===== config.mk =====
export PLATFORM = sky130hd
export DESIGN_NAME = wb_stream_writer_cfg_mc
export DESIGN_NICKNAME = d
export VERILOG_FILES = /design/src/rtl/wb_stream_writer_cfg_mc.sv
export SDC_FILE = /design/constraint.sdc
export NUM_CORES = 1
export LEC_CHECK = 0
export BUFFER_PORTS_ARGS = -buffer_cell sky130_fd_sc_hd__buf_2
export CORE_MARGIN = 4
export CORE_UTILIZATION = 50
export DETAILED_ROUTE_END_ITERATION = 7
export GPL_ROUTABILITY_DRIVEN = 1
export PLACE_DENSITY = 0.79
export SYNTH_ARGS = -nofsm -noshare
export SYNTH_HDL_FRONTEND = slang
export SYNTH_SLANG_ARGS = --single-unit

===== constraint.sdc =====
create_clock -name wb_clk_i -period 12.03 [get_ports wb_clk_i]
set_input_delay 1.8045 -clock wb_clk_i [delete_from_list [all_inputs] [get_ports wb_clk_i]]
set_output_delay 1.8045 -clock wb_clk_i [all_outputs]
set_load 0.005 [all_outputs]

===== src/rtl/wb_stream_writer_cfg_mc.sv =====
// Wishbone config/status block for NCH stream-writer channels: per-channel address/size/burst,
// start/auto-restart control, completion counters, sticky IRQ status. Option: WB_STREAM_CFG_ERR_EN.
module wb_stream_writer_cfg_mc #(
    parameter int NCH   = 1,
    parameter int WB_AW = 32,
    parameter int WB_DW = 32,
    parameter int CNT_W = 16
) (
    input  logic                 wb_clk_i,
    input  logic                 wb_rst_i,
    input  logic [7:0]           wb_adr_i,
    input  logic [WB_DW-1:0]     wb_dat_i,
    input  logic [WB_DW/8-1:0]   wb_sel_i,
    input  logic                 wb_we_i,
    input  logic                 wb_cyc_i,
    input  logic                 wb_stb_i,
    input  logic [2:0]           wb_cti_i,
    input  logic [1:0]           wb_bte_i,
    output logic [WB_DW-1:0]     wb_dat_o,
    output logic                 wb_ack_o,
    output logic                 wb_err_o,
    output logic                 wb_rty_o,
    output logic                 irq,
    input  logic [NCH-1:0]       busy,
    output logic [NCH-1:0]       enable,
    input  logic [NCH*WB_DW-1:0] tx_cnt,
    output logic [NCH*WB_AW-1:0] start_adr,
    output logic [NCH*WB_AW-1:0] buf_size,
    output logic [NCH*WB_AW-1:0] burst_size
);

    logic                r_resp;
    logic [NCH-1:0]      r_busy;
    logic [NCH-1:0]      r_enable;
    logic [NCH-1:0]      r_cont;
    logic [NCH-1:0]      r_irq_status;
    logic [NCH-1:0]      r_irq_mask;
    logic [WB_AW-1:0]    r_start_adr  [NCH];
    logic [WB_AW-1:0]    r_buf_size   [NCH];
    logic [WB_AW-1:0]    r_burst_size [NCH];
    logic [CNT_W-1:0]    r_done_cnt   [NCH];

    logic [2:0]          w_bank;
    logic [2:0]          w_reg;
    logic                w_is_glb;
    logic [NCH-1:0]      w_chsel;
    logic                w_mapped;
    logic                w_bad;
    logic                w_wr;
    logic [NCH-1:0]      w_ctrl_wr;
    logic [NCH-1:0]      w_start;
    logic [NCH-1:0]      w_fall;
    logic [NCH-1:0]      w_w1c;
    logic [WB_DW-1:0]    w_rd;
    logic                w_unused;

    assign w_bank   = wb_adr_i[7:5];
    assign w_reg    = wb_adr_i[4:2];
    assign w_is_glb = (w_bank == 3'd0);

    always_comb begin
        w_chsel = '0;
        for (int unsigned c = 0; c < NCH; c++)
            w_chsel[c] = (w_bank == 3'(c + 1));
    end

    assign w_mapped = (w_is_glb | (|w_chsel)) & (w_reg < 3'd6);

`ifdef WB_STREAM_CFG_ERR_EN
    logic w_start_busy;
    assign w_start_busy = wb_we_i & (w_reg == 3'd0) & wb_dat_i[0] & (|(w_chsel & busy));
    assign w_bad        = ~w_mapped | w_start_busy;
`else
    assign w_bad        = 1'b0;
`endif

    // Response decision is taken in the response cycle, the same cycle the write commits.
    assign wb_ack_o = r_resp & ~w_bad;
    assign wb_err_o = r_resp & w_bad;
    assign wb_rty_o = 1'b0;

    assign w_wr   = r_resp & wb_we_i & ~w_bad & w_mapped;
    assign w_fall = ~busy & r_busy;
    assign w_w1c  = (w_wr & w_is_glb & (w_reg == 3'd0)) ? wb_dat_i[NCH-1:0] : '0;

    always_comb begin
        w_ctrl_wr = '0;
        w_start   = '0;
        for (int unsigned c = 0; c < NCH; c++) begin
            w_ctrl_wr[c] = w_wr & w_chsel[c] & (w_reg == 3'd0);
            w_start[c]   = w_ctrl_wr[c] & wb_dat_i[0] & ~busy[c];
        end
    end

    always_ff @(posedge wb_clk_i) begin
        if (wb_rst_i) begin
            r_resp       <= 1'b0;
            r_busy       <= '0;
            r_enable     <= '0;
            r_cont       <= '0;
            r_irq_status <= '0;
            r_irq_mask   <= '0;
            for (int unsigned c = 0; c < NCH; c++) begin
                r_start_adr[c]  <= '0;
                r_buf_size[c]   <= '0;
                r_burst_size[c] <= '0;
                r_done_cnt[c]   <= '0;
            end
        end else begin
            r_resp   <= wb_cyc_i & wb_stb_i & ~r_resp;
            r_busy   <= busy;
            // Manual start and auto-restart merge into one pulse.
            r_enable <= w_start | (w_fall & r_cont);
            r_irq_status <= (r_irq_status & ~w_w1c) | w_fall;
            if (w_wr & w_is_glb & (w_reg == 3'd1))
                r_irq_mask <= wb_dat_i[NCH-1:0];
            for (int unsigned c = 0; c < NCH; c++) begin
                if (w_ctrl_wr[c])
                    r_cont[c] <= wb_dat_i[1];
                if (w_wr & w_chsel[c] & (w_reg == 3'd1))
                    r_start_adr[c] <= WB_AW'(wb_dat_i);
                if (w_wr & w_chsel[c] & (w_reg == 3'd2))
                    r_buf_size[c] <= WB_AW'(wb_dat_i);
                if (w_wr & w_chsel[c] & (w_reg == 3'd3))
                    r_burst_size[c] <= WB_AW'(wb_dat_i);
                if (w_fall[c])
                    r_done_cnt[c] <= r_done_cnt[c] + 1'b1;
            end
        end
    end

    always_comb begin
        w_rd = '0;
        if (w_is_glb) begin
            case (w_reg)
                3'd0:    w_rd = WB_DW'(r_irq_status);
                3'd1:    w_rd = WB_DW'(r_irq_mask);
                3'd2:    w_rd = WB_DW'(8'(NCH));
                default: w_rd = '0;
            endcase
        end
        for (int unsigned c = 0; c < NCH; c++) begin
            if (w_chsel[c]) begin
                case (w_reg)
                    3'd0:    w_rd = WB_DW'({r_cont[c], busy[c]});
                    3'd1:    w_rd = WB_DW'(r_start_adr[c]);
                    3'd2:    w_rd = WB_DW'(r_buf_size[c]);
                    3'd3:    w_rd = WB_DW'(r_burst_size[c]);
                    3'd4:    w_rd = tx_cnt[c*WB_DW +: WB_DW] << 2;
                    3'd5:    w_rd = WB_DW'(r_done_cnt[c]);
                    default: w_rd = '0;
                endcase
            end
        end
    end

    assign wb_dat_o = w_mapped ? w_rd : '0;
    assign irq      = |(r_irq_status & r_irq_mask);
    assign enable   = r_enable;

    for (genvar g = 0; g < NCH; g++) begin : g_pack
        assign start_adr [g*WB_AW +: WB_AW] = r_start_adr[g];
        assign buf_size  [g*WB_AW +: WB_AW] = r_buf_size[g];
        assign burst_size[g*WB_AW +: WB_AW] = r_burst_size[g];
    end

    assign w_unused = ^{wb_sel_i, wb_cti_i, wb_bte_i, wb_adr_i[1:0]};

endmodule


Word level (Yosys, flattened, before mapping) --
Memories as Yosys holds them, arrays and structs flattened. Index checks and enable logic that the tools add are counted.
Operators by class: add/sub/neg operators 1, magnitude comparators 1, eq/ne operators 6, muxes and demuxes 28, bitwise gates (word level) 25, reduce and logical (&&, ||, !) cells 6
Operators by type and width (count):
- one-hot mux 32 bit (6 select lines) | 1
- two-way mux 32 bit | 5
- OR reduction 32 bit | 3
- two-way mux 1 bit | 20
- AND 1 bit | 19
- adder 16 x 1 -> 16 bit, second input constant | 1
- two-way mux 16 bit | 1
- OR reduction 16 bit | 1
- == test 3 x 1 -> 1 bit, second input constant | 2
- == test 3 x 2 -> 1 bit, second input constant | 2
- == test 3 bit, second input constant | 2
- zero test 3 bit | 2
- less-than comparator 3 bit, second input constant | 1
- NOT 1 bit | 3
- bitwise OR 1 bit | 3
- one-hot mux 1 bit (3 select lines) | 1
Word-level totals: flip-flop bits (word level) 6, RAM bits 112, input bits 87, output and inout port bits 133, word-level logic and storage cells 77, memories 4
Memories:
- r_buf_size | depth 1, bits a word 32, read ports 1, clocked after memory_dff 0, write ports 1, line 39 | logic [WB_AW-1:0] r_buf_size [NCH];
- r_burst_size | depth 1, bits a word 32, read ports 1, clocked after memory_dff 0, write ports 1, line 40 | logic [WB_AW-1:0] r_burst_size [NCH];
- r_start_adr | depth 1, bits a word 32, read ports 1, clocked after memory_dff 0, write ports 1, line 38 | logic [WB_AW-1:0] r_start_adr [NCH];
- r_done_cnt | depth 1, bits a word 16, read ports 1, clocked after memory_dff 0, write ports 1, line 41 | logic [CNT_W-1:0] r_done_cnt [NCH];

Longest topological paths before layout --
word-level depth 11, mapped depth 6, mapped depth without buffers 4

Worst setup path after synthesis --
OpenSTA, ideal clock, no wires.
kind input port to flip-flop, from input wb_adr_i[3], to memory r_start_adr[0][0], enable pin, setup time 0.466 ns, data arrival time 4.697 ns, data required time 11.564 ns, path slack 6.867 ns, cell stages on the path 3, cells stage by stage nor4b_1 > nand2_1 > o21ai_0
Between the ends: word-level cells in the longest chain between the ends 10
RTL lines:
- start: declaration | line 11 | input logic [7:0] wb_adr_i,
- less-than comparator 3 bit | line 67 | assign w_mapped = (w_is_glb | (|w_chsel)) & (w_reg < 3'd6);
- AND 1 bit | line 67
- AND 1 bit | line 82 | assign w_wr = r_resp & wb_we_i & ~w_bad & w_mapped;
- AND 1 bit | line 120 | if (w_wr & w_chsel[c] & (w_reg == 3'd1))
- AND 1 bit (*) | line 120
- two-way mux 1 bit (*) | line 120
- two-way mux 1 bit (*) | line 96 | if (wb_rst_i) begin
- two-way mux 1 bit (implied by the code) (*) | line 121 | r_start_adr[c] <= WB_AW'(wb_dat_i);
- OR reduction 32 bit (no source line)
- two-way mux 1 bit (no source line) (*)
- end: declaration | line 38
Mark *: on every way between the ends. The rest lies on a longest branch, timed or not.

Worst setup path after layout --
from input wb_adr_i[2], to output wb_dat_o[0]
Between the ends: word-level cells in the longest chain between the ends 5
RTL lines:
- == test 3 x 2 -> 1 bit, or another cell as far along | line 135, 144
- one-hot mux 1 bit (3 select lines) | line 135 | case (w_reg)
- two-way mux 1 bit | line 134 | if (w_is_glb) begin
- two-way mux 32 bit | line 143 | if (w_chsel[c]) begin
- two-way mux 32 bit (*) | line 157 | assign wb_dat_o = w_mapped ? w_rd : '0;
- end: declaration | line 19 | output logic [WB_DW-1:0] wb_dat_o,
Marked as above.

==> run_results.csv <==
group,metric,value,unit
finish,design_area,7800,um2
sta,rsz0062_at_grt,"no",
sta,setup_viol,0,
min_path,whs_path_depth,2,
placed_design,placed_cell_area,7160,um2
logic_synthesis,synth_seq_cells,118,
clock_network,ctsHoldBuffers,0,
setup_path,r2r-start,"wb_ack_o",
global_route,grt_max_degree,97,
global_route,grt_overflow,0,
setup_path,worstPathArrival,4440,ps
finish,drive_gt1_share,37.5,%
setup_path,max_stage_delay,1100,ps
finish,mostFrequentLayoutCells,"buf_2, edfxtp_1, and3_1",
finish,final_cells,863,
clock_network,insertion_delay,410,ps
sta,maxSlewViolCount,0,
clock_network,clockRootBuffer,"clkbuf_16",
power,total_leakage_power,3.52,nW
flow_run,drv_cap,0,
finish,area_growth,28.3,%
floorplanning,start_util,52.1,%
clock_network,clock_sinks,118,
logic_synthesis,synthTopCellsByArea,"edfxtp_1, and3_1, a22oi_1, nand3b_1, mux2_2",
clock_network,cts-htree-levels,4,
global_route,grt_pass1_vias,5377,
sta,period_share,51.9,%
sta,clock.fmax,160,MHz
drt,post_drt_via_cell_ratio,6.28,
floorplanning,die_x,118,um
drt,route.detailed.drc,0,
drt,vias,5418,
sta,tightest_slew,1290,ps
setup_path,crit_required,10230,ps
logic_synthesis,synth_area,6070,um2
logic_synthesis,yosysTopAreaCellShare,55.4,%
placed_design,io_buffers,204,
floorplanning,die_y,118,um
clock_network,cts_setup_buffers,0,
logic_synthesis,synth-async-reset-ratio,0,%
setup_path,critical_path.endpoint_type,"primary output",
sta,slew_headroom,13.8,%
setup_path,rr_endpoint,"r_start_adr[0][11]",
setup_path,r2r_slack,10120,ps
clock_network,cts_tree,"yes",
finish,antenna_cells,0,
clock_network,postCtsResizedCells,0,
logic_synthesis,synthFlopType,"edfxtp_1",
placed_design,place_congestion,0.854,
setup_path,crit_path_start_kind,"input pin",
clock_network,clock_path_buffers,2,
setup_path,setup.worst_path.end,"wb_dat_o[0]",
finish,layout_commonest_cell,"buf_2",
logic_synthesis,ys_types,49,
floorplanning,die_area,14000,um2
clock_network,clk_pin_slew,50,ps
drt,wl,19.0,mm
logic_synthesis,synth_area_per_cell,11.6,um2
setup_path,cp_max_fo,42,
setup_path,crit_chain,"buf_2 -> buf_4 -> nor3b_2 -> buf_4 -> a221oi_1 -> a211oi_1 -> buf_2",
min_path,hold_class,"reg2reg",
placed_design,dp.cells,831,
sta,fin_crit,6240,ps
global_route,grt_pass1_wl,29.4,mm
placed_design,dp_hpwl,12.2,mm
finish,nNetsFinal,795,
setup_path,cp-startpoint,"wb_adr_i[2]",
setup_path,path_class,"in2out",
setup_path,cp_slowest_cell,"nor3b_2",
logic_synthesis,ys_warn_count,0,
clock_network,numCtsBuffers,17,
setup_path,reg2regPathDepth,3,
sta,hold_viol,0,
outcome,outcome,"finished clean",
logic_synthesis,postSynthCellCount,523,
power,peakVddDrop,0.000110,V
global_route,antenna_found_initial,0,
power,power.density,141,nW/um2
sta,holdWs,487,ps
drt,drt_iter0_markers,381,
logic_synthesis,synth-edff-count,112,
drt,ant_nets,0,
sta,setup_tns,0,ps
floorplanning,row_count,39,
floorplanning,coreArea,11700,um2
drt,wl_per_cell,22.1,um
global_route,grt_util_all_layers,26.9,%
logic_synthesis,synth_top_cell_by_area,"edfxtp_1",
floorplanning,ioPinCount,220,
drt,dr.pass1.iters,6,
sta,skew,4.86,ps
logic_synthesis,yosysSeqAreaShare,57.3,%
## report_power, final
part | total [W] | internal [W] | switching, W
sequential | 0.000474 | 0.000463 | 0.0000108
combinational | 0.0000828 | 0.0000337 | 0.0000491
clock | 0.000545 | 0.000364 | 0.000181
## how the worst min path moves through the flow
stage / startpoint / end
after floorplan: r_irq_mask / r_irq_mask
after global placement: r_irq_mask / r_irq_mask
after detailed placement: r_irq_mask / r_irq_mask
after CTS: r_irq_mask / r_irq_mask
after global routing: r_cont / enable
final: r_irq_mask / r_irq_mask
## cell usage after synthesis (4+ instances only)
cell type,n
nand3b_1,30
nand2b_1,4
mux2i_1,5
edfxtp_1,112
nand2_1,18
buf_4,4
or4_1,5
inv_1,7
o31ai_1,5
a22oi_1,43
and3b_1,4
clkbuf_1,40
nand3_1,7
o21ai_0,6
a21o_1,16
nor2_1,8
buf_2,4
a21oi_1,36
and3_1,98
nor4_1,4
dfxtp_1,6
mux2_2,17
## sequential cells by signal, indices dropped and copies added, names as in the netlist
name	flops
enable	1
r_buf_size	32
r_burst_size	32
r_busy	1
r_cont	1
r_done_cnt	16
r_irq_mask	1
r_irq_status	1
r_start_adr	32
wb_ack_o	1
## worst max-delay path, delay by kind of cell
family / cells / cell delay [ps]
simple gates: 1 / 1100
buf+inv: 4 / 1100
compound gates: 2 / 410
## area by class of cell
| cell class | count | area (um2) |
|---|---|---|
| inverters | 7 | 26.3 |
| clock inverters | 15 | 210 |
| fillers | 865 | 3870 |
| flip-flops and latches | 118 | 3480 |
| multi-input cells | 349 | 2380 |
| repair buffers | 214 | 1100 |
| well taps | 143 | 179 |
| clock buffers | 17 | 425 |
## per-stage QoR
stage / total power, W / util [%] / setup WS [ps]
6_report: 0.00110 / 66.8 / 5790
5_1_grt: 0.00114 / 66.8 / 5690
4_1_cts: 0.00110 / 66.8 / 5770
3_5_place_dp: 0.000564 / 61.4 / 5780
3_3_place_gp: 0.000560 / 61.4 / 5920
2_1_floorplan: 0.000521 / - / 6870
## routing by layer
layer	GRT usage (%)	wire (um)
met1	32.1	7220
met5	0	0
met2	44.8	9490
met4	12.7	574
met3	7.98	1760
## cells by family after synthesis
group | after synthesis | share of synthesized area [%]
and+or+nand+nor | 201 | 20.7
AOI/OAI and AO/OA | 120 | 13.3
DFF | 118 | 57.3
buffers and inverters | 57 | 3.98
muxes | 22 | 3.98
xor gates and xnor gates | 3 | 0.433
adders and majority gates | 1 | 0.206
other | 1 | 0.0617
No activity file was read; power rests on OpenSTA's default activity.
